### src/rtl/uart_fifoed_recv.sv
// 8N1 UART receiver feeding a circular receive FIFO. A byte appears in the FIFO
// one cycle after its mid-stop-bit sample, and is popped with dat_rd (registered response).
module uart_fifoed_recv #(
    parameter int CLKS_PER_BIT = 868,
    parameter int FIFO_DEPTH   = 128,
    parameter int AFULL_LEVEL  = 122
) (
    input  logic       clk_100MHz,
    input  logic       reset,
    input  logic       RX,
    input  logic       dat_rd,
    output logic [7:0] dat,
    output logic       dat_valid,
    output logic       fifo_empty,
    output logic       fifo_afull,
    output logic       fifo_full,
    output logic       frame_err,
    output logic       overflow
);
    localparam int AW = $clog2(FIFO_DEPTH);
    localparam logic [11:0] CNT_HALF  = 12'(CLKS_PER_BIT / 2 - 1);
    localparam logic [11:0] CNT_BIT   = 12'(CLKS_PER_BIT - 1);
    localparam logic [AW:0] OCC_FULL  = (AW + 1)'(FIFO_DEPTH);
    localparam logic [AW:0] OCC_AFULL = (AW + 1)'(AFULL_LEVEL);

    typedef enum logic [1:0] {IDLE, START, DATA, STOP} state_t;

    state_t          state_q, state_d;
    logic            sync1_q, sync1_d, rxs_q, rxs_d, rxs_prev_q, rxs_prev_d;
    logic [11:0]     cnt_q, cnt_d;
    logic [2:0]      bit_idx_q, bit_idx_d;
    logic [7:0]      shift_q, shift_d;
    logic [AW-1:0]   wr_idx_q, wr_idx_d, rd_idx_q, rd_idx_d;
    logic [AW:0]     occ_q, occ_d;
    logic [7:0]      dat_q, dat_d;
    logic            dat_valid_q, dat_valid_d;
    logic            frame_err_q, frame_err_d;
    logic            overflow_q, overflow_d;
    logic            byte_ok, push, pop;
    logic [7:0]      mem [FIFO_DEPTH];

    always_comb begin
        sync1_d     = RX;
        rxs_d       = sync1_q;
        rxs_prev_d  = rxs_q;
        state_d     = state_q;
        cnt_d       = cnt_q;
        bit_idx_d   = bit_idx_q;
        shift_d     = shift_q;
        byte_ok     = 1'b0;
        frame_err_d = 1'b0;

        case (state_q)
            IDLE: begin
                if (rxs_prev_q && !rxs_q) begin
                    cnt_d   = CNT_HALF;
                    state_d = START;
                end
            end
            START: begin
                if (cnt_q == '0) begin
                    if (rxs_q) begin
                        state_d = IDLE;
                    end else begin
                        cnt_d     = CNT_BIT;
                        bit_idx_d = '0;
                        state_d   = DATA;
                    end
                end else begin
                    cnt_d = cnt_q - 12'd1;
                end
            end
            DATA: begin
                if (cnt_q == '0) begin
                    shift_d   = {rxs_q, shift_q[7:1]};
                    cnt_d     = CNT_BIT;
                    bit_idx_d = bit_idx_q + 3'd1;
                    if (bit_idx_q == 3'd7)
                        state_d = STOP;
                end else begin
                    cnt_d = cnt_q - 12'd1;
                end
            end
            STOP: begin
                if (cnt_q == '0) begin
                    // Leaving at mid-stop lets a start bit right behind it be caught.
                    state_d     = IDLE;
                    byte_ok     = rxs_q;
                    frame_err_d = !rxs_q;
                end else begin
                    cnt_d = cnt_q - 12'd1;
                end
            end
            default: state_d = IDLE;
        endcase

        // A full FIFO drops the byte even if a pop frees a slot this cycle.
        push        = byte_ok && (occ_q != OCC_FULL);
        overflow_d  = byte_ok && (occ_q == OCC_FULL);
        pop         = dat_rd && (occ_q != '0);

        wr_idx_d    = push ? wr_idx_q + 1'b1 : wr_idx_q;
        rd_idx_d    = pop  ? rd_idx_q + 1'b1 : rd_idx_q;
        dat_d       = pop  ? mem[rd_idx_q] : dat_q;
        dat_valid_d = pop;

        occ_d = occ_q;
        if (push && !pop)
            occ_d = occ_q + 1'b1;
        else if (pop && !push)
            occ_d = occ_q - 1'b1;
    end

    always_ff @(posedge clk_100MHz) begin
        if (reset) begin
            sync1_q     <= 1'b1;
            rxs_q       <= 1'b1;
            rxs_prev_q  <= 1'b1;
            state_q     <= IDLE;
            cnt_q       <= '0;
            bit_idx_q   <= '0;
            shift_q     <= '0;
            wr_idx_q    <= '0;
            rd_idx_q    <= '0;
            occ_q       <= '0;
            dat_q       <= '0;
            dat_valid_q <= 1'b0;
            frame_err_q <= 1'b0;
            overflow_q  <= 1'b0;
        end else begin
            sync1_q     <= sync1_d;
            rxs_q       <= rxs_d;
            rxs_prev_q  <= rxs_prev_d;
            state_q     <= state_d;
            cnt_q       <= cnt_d;
            bit_idx_q   <= bit_idx_d;
            shift_q     <= shift_d;
            wr_idx_q    <= wr_idx_d;
            rd_idx_q    <= rd_idx_d;
            occ_q       <= occ_d;
            dat_q       <= dat_d;
            dat_valid_q <= dat_valid_d;
            frame_err_q <= frame_err_d;
            overflow_q  <= overflow_d;
        end
    end

    // Storage is never cleared; stale entries are unreachable once indices reset.
    always_ff @(posedge clk_100MHz) begin
        if (push)
            mem[wr_idx_q] <= shift_q;
    end

    assign dat        = dat_q;
    assign dat_valid  = dat_valid_q;
    assign frame_err  = frame_err_q;
    assign overflow   = overflow_q;
    assign fifo_empty = (occ_q == '0);
    assign fifo_afull = (occ_q >= OCC_AFULL);
    assign fifo_full  = (occ_q == OCC_FULL);
endmodule

### config.mk
export PLATFORM = sky130hd
export DESIGN_NAME = uart_fifoed_recv
export DESIGN_NICKNAME = d
export VERILOG_FILES = /design/src/rtl/uart_fifoed_recv.sv
export SDC_FILE = /design/constraint.sdc
export NUM_CORES = 1
export LEC_CHECK = 0
export BUFFER_PORTS_ARGS = -buffer_cell sky130_fd_sc_hd__buf_2
export CAP_MARGIN = 20
export CELL_PAD_IN_SITES_DETAIL_PLACEMENT = 0
export CELL_PAD_IN_SITES_GLOBAL_PLACEMENT = 1
export CORE_MARGIN = 5
export CORE_UTILIZATION = 49
export DETAILED_ROUTE_END_ITERATION = 6
export HOLD_SLACK_MARGIN = 0.15
export PLACE_DENSITY_LB_ADDON = 0.1
export SKIP_LAST_GASP = 1
export SYNTH_ARGS = -nofsm -noshare
export SYNTH_HDL_FRONTEND = slang
export SYNTH_SLANG_ARGS = --single-unit
export TNS_END_PERCENT = 5
### constraint.sdc
create_clock -name clk_100MHz -period 6.4 [get_ports clk_100MHz]
set_clock_uncertainty 0.15 [all_clocks]
set_input_delay 0.32 -clock clk_100MHz [delete_from_list [all_inputs] [get_ports clk_100MHz]]
set_output_delay 0.32 -clock clk_100MHz [all_outputs]
set_load 0.005 [all_outputs]
== Yosys cells after proc, flatten, opt, wreduce, memory -nomap -nowiden ==
Memory sizes are Yosys's and may differ from the RTL's. A register that Yosys moved wholly into a read port is not among the register bits.
Index checks and enable logic that the tools add are counted.
Widths: inputs -> output; s select.

* Bits in registers: 53
* Bits of input ports: 4
* Memory bits (writable): 1,024
* Memories kept: 1
* Output and inout bits: 14
* Word-level logic and storage cells: 80

* Add/sub/neg operators: 6
* Magnitude comparators: 1
* Bitwise gates (word level): 2
* Eq/ne operators: 14
* Multiplexer cells: 23
* Reduce and logical (&&, ||, !) cells: 20

{| class="wikitable"
|+ Memories
! name !! depth !! width !! read ports !! clocked after Yosys merged registers in !! wr ports !! line !! source
|-
| mem || 128 || 8 || 1 || 1 || 1 || 40 || <nowiki>logic [7:0] mem [FIFO_DEPTH];</nowiki>
|}

{| class="wikitable"
|+ Operator list
! operator !! count
|-
| $mux 12 || 5
|-
| $pmux 12 s4 || 1
|-
| $mux 8 || 2
|-
| $add 7x1->7 const B || 2
|-
| $ne 2x2->1 const B || 7
|-
| $logic_not 12->1 || 1
|-
| $mux 2 || 6
|-
| $sub 12x1->12 const B || 1
|-
| $mux 3 || 3
|-
| $add 8x1->8 const B || 1
|-
| $eq 8x8->1 const B || 1
|-
| $ge 8x7->1 const B || 1
|-
| $logic_not 8->1 || 1
|-
| $ne 8x8->1 const B || 1
|-
| $pmux 2 s4 || 1
|-
| $reduce_bool 8->1 || 1
|-
| $sub 8x1->8 const B || 1
|-
| $logic_and 1x1->1 || 6
|-
| $pmux 3 s2 || 1
|-
| $reduce_and 5->1 || 1
|-
| $eq 2x2->1 const B || 2
|-
| $mux 1 || 4
|-
| $reduce_and 4->1 || 1
|-
| $reduce_bool 2->1 || 2
|-
| other kinds (10) || 13
|}

== Longest topological paths before layout ==
Gate-level depths: netlist of run 1.

* Word-level depth: 8
* Gate-level depth with buffers: 15
* Gate-level depth less buffers: 14

== Worst setup path after synthesis of run 1 ==
Ideal clock, no wire load.

* Path type: register -> register
* Start point: register cnt_q[0]
* End point: register occ_q[7]
* Setup time: 70 ps
* Data arrival time: 3,370 ps
* Cell stages (with the launch flop): 16
* Clock period less this slack: 3,590 ps
* Data required time: 6,180 ps
* Buffers on the path: 1
* Setup slack: 2,810 ps
* Path through: dfxtp_1 > inv_1 > ha_1 > or4b_4 > nor4_2 > and2_1 > buf_4 > ha_1 > inv_1 > ha_1 > a21o_1 > a211o_1 > a2111oi_0 > o21ai_0 > a21o_1 > a21oi_1

* Cells in the longest elaborated chain, start to end: 7
* Elaborated cells on any way between the ends: 9
* Those cells by class: mux (3); reduce/logical (6)

{| class="wikitable"
|+ RTL lines
! what !! line !! source
|-
| start: declaration || 30 || <nowiki>logic [11:0] cnt_q, cnt_d;</nowiki>
|-
| start signal: assignment || 135 || <nowiki>cnt_q <= cnt_d;</nowiki>
|-
| $logic_not 12->1 (*) || 85 || <nowiki>if (cnt_q == '0) begin</nowiki>
|-
| $mux 1 (*) || 85 ||
|-
| $mux 1 (*) || 53 || <nowiki>case (state_q)</nowiki>
|-
| $logic_and 1x1->1 (*) || 98 || <nowiki>push = byte_ok && (occ_q != OCC_FULL);</nowiki>
|-
| net push || 39 || <nowiki>logic byte_ok, push, pop;</nowiki>
|-
| $logic_not 1->1 || 110 || <nowiki>else if (pop && !push)</nowiki>
|-
| $logic_and 1x1->1 || 110 ||
|-
| $reduce_bool 2->1 (no source line) || -- ||
|-
| end signal: assignment || 125 || <nowiki>occ_q <= '0;</nowiki>
|-
| end signal: assignment || 140 || <nowiki>occ_q <= occ_d;</nowiki>
|-
| end: declaration || 34 || <nowiki>logic [AW:0] occ_q, occ_d;</nowiki>
|}

Mark *: on every way through the listed nets, which the timed path passes. The rest lies on a longest branch.
A chain may end at the register's enable or synchronous reset.

== Worst setup path in the final report of run 1 ==
* Start point: register cnt_q[0]
* End point: register occ_q[7]

* Cells in the longest elaborated chain, start to end: 7
* Elaborated cells on any way between the ends: 9
* Those cells by class: mux (3); reduce/logical (6)

{| class="wikitable"
|+ RTL lines
! what !! line
|-
| $logic_not 12->1 (*) || 85
|-
| $mux 1 (*) || 85
|-
| $mux 1 (*) || 53
|-
| $logic_and 1x1->1 (*) || 98
|-
| $logic_not 1->1 || 110
|-
| $logic_and 1x1->1 || 110
|-
| $reduce_bool 2->1 (no source line) || --
|}

Every way passes the cells marked *; elsewhere a longest branch is shown, timed or not.

==> results of run 1 <==
==> cells by family after synthesis <==
kind of cell | after synthesis | synth area share (%)
and+or+nand+nor | 385 | 4.20
xor gates and xnor gates | 23 | 0.466
AOI/OAI and AO/OA | 227 | 3.66
muxes | 399 | 15.0
buffers and inverters | 139 | 2.10
adders and majority gates | 19 | 0.567
DFF | 1085 | 74.0
==> power groups by stage <==
stage               sequential, mW  combinational, mW  clock (mW)
floorplan                     7.91               1.98           0
finish                        7.86               2.44        6.36
detailed placement            8.01               2.46           0
global placement              8.01               2.46           0
CTS                           7.86               2.46        6.48
global route                  7.87               2.63        6.79
==> sequential cells by signal (all words and copies together) (netlist names), 3 cells and up, named ones only <==
signal / cells
bit_idx_q: 3
cnt_q: 12
dat: 8
mem: 1024
occ_q: 8
rd_idx_q: 7
shift_q: 8
wr_idx_q: 7
==> timing repair <==
action,4_1_cts,5_1_grt
resized for setup,0,0
hold buffers,3,0
setup buffers,0,0
endpoints found under the hold margin,11,0
==> metrics by stage <==
step                      utilization, %  total power [mW]  cells  setup slack, ns
after floorplan                        -              9.88   2277             2.81
after global placement              50.3              10.5   3370             2.28
after detailed placement            50.3              10.5   3370             2.37
after CTS                           54.4              16.8   3577             2.34
after global routing                54.4              17.3   3579             2.04
final                               54.4              16.7   3581             2.37
==> final cells by class <==
cell class / count / area, um2
Antenna cell: 2 / 5.00
Inverter: 17 / 63.8
Sequential cell: 1085 / 32000
Timing Repair Buffer: 55 / 445
Fill cell: 6788 / 40100
Multi-Input combinational cell: 1053 / 10300
Tap cell: 1165 / 1460
Clock buffer: 143 / 2940
Clock inverter: 61 / 626
==> layout by cell type (no fill, tap or decap), types with 41 or more instances in the layout <==
cell type / count
sky130_fd_sc_hd__nor2_1: 203
sky130_fd_sc_hd__dfxtp_1: 50
sky130_fd_sc_hd__nand2_1: 52
sky130_fd_sc_hd__mux4_2: 174
sky130_fd_sc_hd__a21oi_1: 41
sky130_fd_sc_hd__edfxtp_1: 1024
sky130_fd_sc_hd__clkbuf_16: 113
sky130_fd_sc_hd__o22ai_1: 45
sky130_fd_sc_hd__mux2i_1: 192
==> critical path: cells and delay by family, from the launching register on <==
family / cells / cell delay (ns)
AO/OA/AOI/OAI: 6 / 1.45
adder cells (fa/ha/maj): 3 / 0.69
buffers and inverters: 2 / 0.25
flip-flops: 1 / 0.34
AND/OR/NAND/NOR: 3 / 1.08
==> per-layer routing <==
layer / share of wire, % / GRT usage (%) / wire, um / vias to the layer above
met5: 0.012 / 0 / 12 / -
met4: 2.1 / 4.93 / 2150 / 2
met3: 6.0 / 3.31 / 6240 / 147
met2: 48 / 35.1 / 49700 / 661
met1: 44 / 32.8 / 45700 / 11300
li1: - / - / - / 9363
==> final timing paths <==
kind | slack, ns | to
min reg2reg | 0.26 | rxs_prev_d
max | 2.37 | occ_q[7]
min | 0.24 | rxs_d
max reg2reg | 2.37 | occ_q[7]
==> metrics.json, run 1 <==
{
  "status": {
    "run_status": "finished, final reports clean"
  },
  "logic_synthesis": {
    "synthesized_netlist_net_count": 2300,
    "ys_seq_elements": 1085,
    "synth_edf_count": 1024,
    "mean_syn_cell_area_um2": 19.0,
    "synthMostInstantiatedCell": "sky130_fd_sc_hd__edfxtp_1",
    "yosysWarningCount": 0,
    "synthDominantCellAreaShare_pct": 71.2,
    "sequential_share_of_the_synthesized_area_pct": 74.0,
    "syn_area_um2": 43200,
    "proportion_of_synthesized_flip_flops_having_asynchronous_set_or_reset_pct": 0,
    "synth.lib_cells_used.distinct": 68,
    "synthTopCellsByArea": "sky130_fd_sc_hd__edfxtp_1 (71%), sky130_fd_sc_hd__mux4_2 (9.1%), sky130_fd_sc_hd__mux2i_1 (4.4%), sky130_fd_sc_hd__dfxtp_1 (2.8%), sky130_fd_sc_hd__nor2_1 (1.8%)",
    "cell_accounting_for_the_most_synthesized_area": "sky130_fd_sc_hd__edfxtp_1",
    "synth-main-ff-cell": "sky130_fd_sc_hd__edfxtp_1",
    "syn-instance-count": 2277,
    "synth_commonest_cells": "sky130_fd_sc_hd__edfxtp_1 (1024), sky130_fd_sc_hd__nor2_1 (203), sky130_fd_sc_hd__mux2i_1 (192)"
  },
  "routing": {
    "drt_drc_violations_left": 0,
    "viasPerCell": 6.00,
    "wl_per_cell_um": 29.0,
    "ant_nets": 0,
    "first_pass_iters": 7,
    "drt-initial-drc-count": 2179,
    "vias": 21500,
    "postRouteWirelength_mm": 104
  },
  "worst_setup_path": {
    "crit-reg2reg-launch": "cnt_q[0]",
    "critical_path_arrival_ns": 4.47,
    "worst_setup_path_startpoint": "cnt_q[0]",
    "cp-start-kind": "register",
    "crit_type": "register to register",
    "worstSetupEndpointType": "register",
    "critical_path.slowest_cell": "sky130_fd_sc_hd__or4b_4",
    "crit_fanout": 8,
    "cp_cell_sequence": "inv_1 > ha_1 > or4b_4 > nor4_2 > and2_1 > ha_1 > inv_1 > ha_1 > a21o_1 > a211o_1 > a2111oi_0 > o21ai_0 > a21o_1 > a21oi_1",
    "timing.critical_path.mode_cell": "sky130_fd_sc_hd__ha_1",
    "reg2reg_depth": 14,
    "crit_required_ns": 6.85,
    "timing.critical_path.slowest_cell_delay_ns": 0.48
  },
  "grt": {
    "maximum_number_of_pins_on_one_net_before_global_route_repair": 104,
    "antenna_violations_before_repair": 2,
    "first_global_vias": 21800,
    "grt_first_pass_wirelength_mm": 153,
    "grt_util_all_layers_pct": 22.0,
    "grt_overflow_total": 0
  },
  "place": {
    "port_buffers": 17,
    "place_congestion": 0.807,
    "detailed_place.area_um2": 44300,
    "hpwlAfterDp_mm": 61.4
  },
  "die": {
    "num_rows": 109,
    "floorplan.io_pins": 18,
    "die_height_um": 307,
    "core-area_um2": 88000,
    "dieArea_um2": 94200,
    "die-width_um": 307,
    "start_util_pct": 49.1
  },
  "timing": {
    "maxClockFrequency_mhz": 248,
    "fin_crit_sh_pct": 63.0,
    "final-max-slew-violation-count": 0,
    "relSlewSlack_pct": 29.9,
    "final.setup.tns_ns": 0,
    "grt_setup_unrepaired": "no",
    "holdWs_ns": 0.238,
    "timing_worst_slew_pin_value_ns": 1.05,
    "report.final.setup_viol": 0,
    "timing.final.crit_period_ns": 4.03,
    "final-hold-violation-count": 0
  },
  "pwr": {
    "p_switching_mw": 4.08,
    "seq_pwr_share_pct": 47.2,
    "power.internal_mw": 12.6,
    "peakVddDrop_v": 0.000259,
    "p_leak_nw": 14.8,
    "switching_share_pct": 24.5,
    "power.share.combinational_pct": 14.6,
    "clkPwrFrac_pct": 38.2,
    "cellPowerDensity_nw_per_um2": 348
  },
  "final_layout": {
    "drive_above_1_share_pct": 17.4,
    "nets": 2345,
    "syn_to_final_growth_pct": 10.8,
    "post-route-cell-area_um2": 47900
  },
  "clock_tree": {
    "clock_tree_from_tritoncts": "yes",
    "root_buffer": "sky130_fd_sc_hd__clkbuf_16",
    "htreeDepth": 3,
    "clock_path_buffers": 3,
    "cts.clk_slew.worst_paths_ns": 0.06,
    "inserted_clock_buffers": 110,
    "worst_skew_pair.late_latency_ns": 0.68,
    "tritoncts_num_sinks": 1085
  },
  "worst_hold_path": {
    "worst_hold_startpoint": "RX",
    "timing.hold.worst.class": "input pin to register",
    "hold_depth": 3
  },
  "job": {
    "maxCapViolations": 0
  }
}
No activity file was read; power rests on OpenSTA's default activity.
==> run 2, diff against run 1 <==
clock period = 3.3 ns   (was 6.4 ns; I/O delays follow)
==> metrics.json, run 2 (same netlist as run 1, synthesis figures left out) <==
{
  "status": {
    "run_status": "finished, violations left",
    "failed_checks": "setup timing"
  },
  "clock_tree": {
    "clock_path_buffers": {"value": 3, "change": "unchanged"},
    "worst_skew_pair.late_latency": {"value": 0.69, "unit": "ns", "change": "about the same"},
    "inserted_clock_buffers": {"value": 112, "change": "+1.8%"},
    "htreeDepth": {"value": 3, "change": "unchanged"},
    "root_buffer": "sky130_fd_sc_hd__clkbuf_16",
    "tritoncts_num_sinks": {"value": 1085, "change": "unchanged"},
    "cts.clk_slew.worst_paths": {"value": 0.06, "unit": "ns", "change": "about the same"},
    "clock_tree_from_tritoncts": "yes"
  },
  "final_layout": {
    "mostFrequentLayoutCell": "sky130_fd_sc_hd__edfxtp_1",
    "syn_to_final_growth_pct": 17.0,
    "layout_top_registers": "mem: 1024 flops, cnt_q: 12 flops",
    "area.sequential": {"value": 32000, "unit": "um2", "change": "about the same"},
    "nets": {"value": 2611, "change": "+11%"},
    "multi_input_comb_area": {"value": 10400, "unit": "um2", "change": "+1.0%"},
    "diodes": {"value": 0, "change": "-2"},
    "fillerInstances": {"value": 6648, "change": "-2.1%"},
    "most_flops_register": "mem",
    "largest_reg_flops": {"value": 1024, "change": "unchanged"},
    "final_cell_mix": "sky130_fd_sc_hd__edfxtp_1 (1024), sky130_fd_sc_hd__buf_4 (262), sky130_fd_sc_hd__nor2_1 (202)",
    "drive_above_1_share": {"value": 27.0, "unit": "%", "change": "+9.6 points"}
  },
  "timing": {
    "finalWorstSetupSlack": {"value": -0.0671, "unit": "ns", "change": "-2.44 ns"},
    "grt_setup_unrepaired": "yes",
    "report.final.setup_viol": {"value": 3, "change": "+3"},
    "holdWs": {"value": 0.278, "unit": "ns", "change": "+0.0394 ns"},
    "final-hold-violation-count": {"value": 0, "change": "unchanged"},
    "maxClockFrequency": {"value": 297, "unit": "MHz", "change": "+20%"},
    "timing_worst_slew_pin_value": {"value": 0.966, "unit": "ns", "change": "-0.0849 ns"},
    "relSlewSlack": {"value": 35.6, "unit": "%", "change": "+5.7 points"},
    "fin_crit_sh": {"value": 102, "unit": "%", "change": "+39 points"},
    "final-max-slew-violation-count": {"value": 0, "change": "unchanged"},
    "timing.final.crit_period": {"value": 3.37, "unit": "ns", "change": "-0.662 ns"}
  },
  "worst_setup_path": {
    "critical_path_arrival": {"value": 3.77, "unit": "ns", "change": "-0.70 ns"},
    "critical_path.slowest_cell": "sky130_fd_sc_hd__nor2b_1",
    "crit_type": "register to register",
    "worstSetupEndpointType": "register",
    "crit_required": {"value": 3.70, "unit": "ns", "change": "-3.15 ns"},
    "crit_fanout": {"value": 18, "change": "+10"},
    "cp_cell_sequence": "buf_4 > buf_4 > nor2b_1 > a221o_1 > a211oi_1 > or4_1 > nor3_1 > a2111oi_0",
    "timing.critical_path.slowest_cell_delay": {"value": 0.66, "unit": "ns", "change": "+0.18 ns"},
    "cp-start-kind": "register",
    "timing.critical_path.mode_cell": "sky130_fd_sc_hd__buf_4"
  },
  "pwr": {
    "clkPwrFrac": {"value": 38.1, "unit": "%", "change": "about the same"},
    "switching_share": {"value": 25.0, "unit": "%", "change": "+0.46 points"},
    "cellPowerDensity": {"value": 664, "unit": "nW/um2", "change": "+91%"},
    "p_switching": {"value": 8.37, "unit": "mW", "change": "+110%"},
    "power.share.combinational": {"value": 16.6, "unit": "%", "change": "+2.0 points"},
    "peakVddDrop": {"value": 0.000495, "unit": "V", "change": "+91%"},
    "p_leak": {"value": 16.4, "unit": "nW", "change": "+11%"},
    "seq_pwr_share": {"value": 45.3, "unit": "%", "change": "-1.9 points"},
    "power.internal": {"value": 25.2, "unit": "mW", "change": "+100%"}
  },
  "die": {
    "die_height": {"value": 307, "unit": "um", "change": "unchanged"},
    "die-width": {"value": 307, "unit": "um", "change": "unchanged"},
    "start_util": {"value": 49.1, "unit": "%", "change": "unchanged"},
    "dieArea": {"value": 94200, "unit": "um2", "change": "unchanged"},
    "floorplan.io_pins": {"value": 18, "change": "unchanged"},
    "core-area": {"value": 88000, "unit": "um2", "change": "unchanged"},
    "num_rows": {"value": 109, "change": "unchanged"}
  },
  "routing": {
    "postRouteWirelength": {"value": 105, "unit": "mm", "change": "+1.1%"},
    "drt-initial-drc-count": {"value": 1857, "change": "-15%"},
    "viasPerCell": {"value": 5.84, "change": "-2.7%"},
    "ant_nets": {"value": 0, "change": "unchanged"},
    "wl_per_cell": {"value": 27.2, "unit": "um", "change": "-6.0%"},
    "first_pass_iters": {"value": 5, "change": "-2"},
    "vias": {"value": 22500, "change": "+4.7%"},
    "drt_drc_violations_left": {"value": 0, "change": "unchanged"}
  },
  "grt": {
    "grt_first_pass_wirelength": {"value": 156, "unit": "mm", "change": "+2.1%"},
    "maximum_number_of_pins_on_one_net_before_global_route_repair": {"value": 77, "change": "-26%"},
    "grt_overflow_total": {"value": 0, "change": "unchanged"},
    "first_global_vias": {"value": 23100, "change": "+5.6%"},
    "antenna_violations_before_repair": {"value": 0, "change": "-2"},
    "grt_util_all_layers": {"value": 22.3, "unit": "%", "change": "+0.29 points"}
  },
  "place": {
    "hpwlAfterDp": {"value": 67.0, "unit": "mm", "change": "+9.0%"},
    "place_congestion": {"value": 0.836, "change": "+3.6%"},
    "preCtsSetupSlack": {"value": -0.231, "unit": "ns", "change": "-2.60 ns"},
    "port_buffers": {"value": 17, "change": "unchanged"}
  },
  "job": {
    "maxCapViolations": {"value": 0, "change": "unchanged"}
  },
  "worst_hold_path": {
    "timing.hold.worst.class": "register to register"
  }
}
## run 2: cell type report
| class | count | area share (%) |
|---|---|---|
| sequential | 1085 | 63.3 |
| inverter | 17 | 0.136 |
| multi-input combinational | 1053 | 20.7 |
| timing repair buffer | 319 | 5.55 |
| clock buffer | 133 | 5.74 |
| clock inverter | 80 | 1.68 |
| tap | 1165 | 2.88 |
## run 2: path summary, 6_finish.rpt
path,startpoint,end,slack (ns),cells past startpoint
worst max-delay path,rd_idx_q[0],dat[7],-0.07,8
worst min-delay path,rxs_d,rxs_prev_d,0.28,1
worst max register to register,rd_idx_q[0],dat[7],-0.07,8
worst min register to register,rxs_d,rxs_prev_d,0.28,1
## run 2: critical path, delay by kind of cell, from the launching register on
family	cells	cell delay [ns]
compound gates	3	0.55
buf+inv	2	0.40
flops	1	0.50
simple gates	3	1.64
## run 2: per-layer routing
layer | global-route usage, % | wire (um)
met1 | 32.2 | 46300
met2 | 36.4 | 50700
met3 | 3.68 | 5530
met4 | 5.09 | 2410
met5 | 0 | 0
## run 2: stage by stage
stage | cells | util, % | power [mW] | instance area, um2 | setup TNS (ns)
6_report | 3852 | 57.5 | 33.5 | 50500 | -0.149
5_1_grt | 3852 | 57.5 | 34.8 | 50500 | -0.921
4_1_cts | 3850 | 57.4 | 33.8 | 50500 | -0.428
3_5_place_dp | 3632 | 53.1 | 21.0 | 46700 | -0.849
3_3_place_gp | 3632 | 53.1 | 21.0 | 46700 | -0.676
2_1_floorplan | 2277 | - | 19.2 | 43300 | -0.0121
## run 2: power groups by stage
stage / clock network, mW / logic, mW / registers (mW)
final: 12.8 / 5.58 / 15.2
after global routing: 13.6 / 5.97 / 15.2
after CTS: 13.0 / 5.59 / 15.2
after detailed placement: 0 / 5.57 / 15.5
after global placement: 0 / 5.53 / 15.5
after floorplan: 0 / 3.87 / 15.3
## run 2: repair_timing
item                       in CTS  in global routing
setup endpoints to repair       6                  9
resized for setup               4                  7
setup buffers                   0                  2
pin swaps                       0                  5
hold buffers                    5                  0
hold endpoints to repair       54                  0
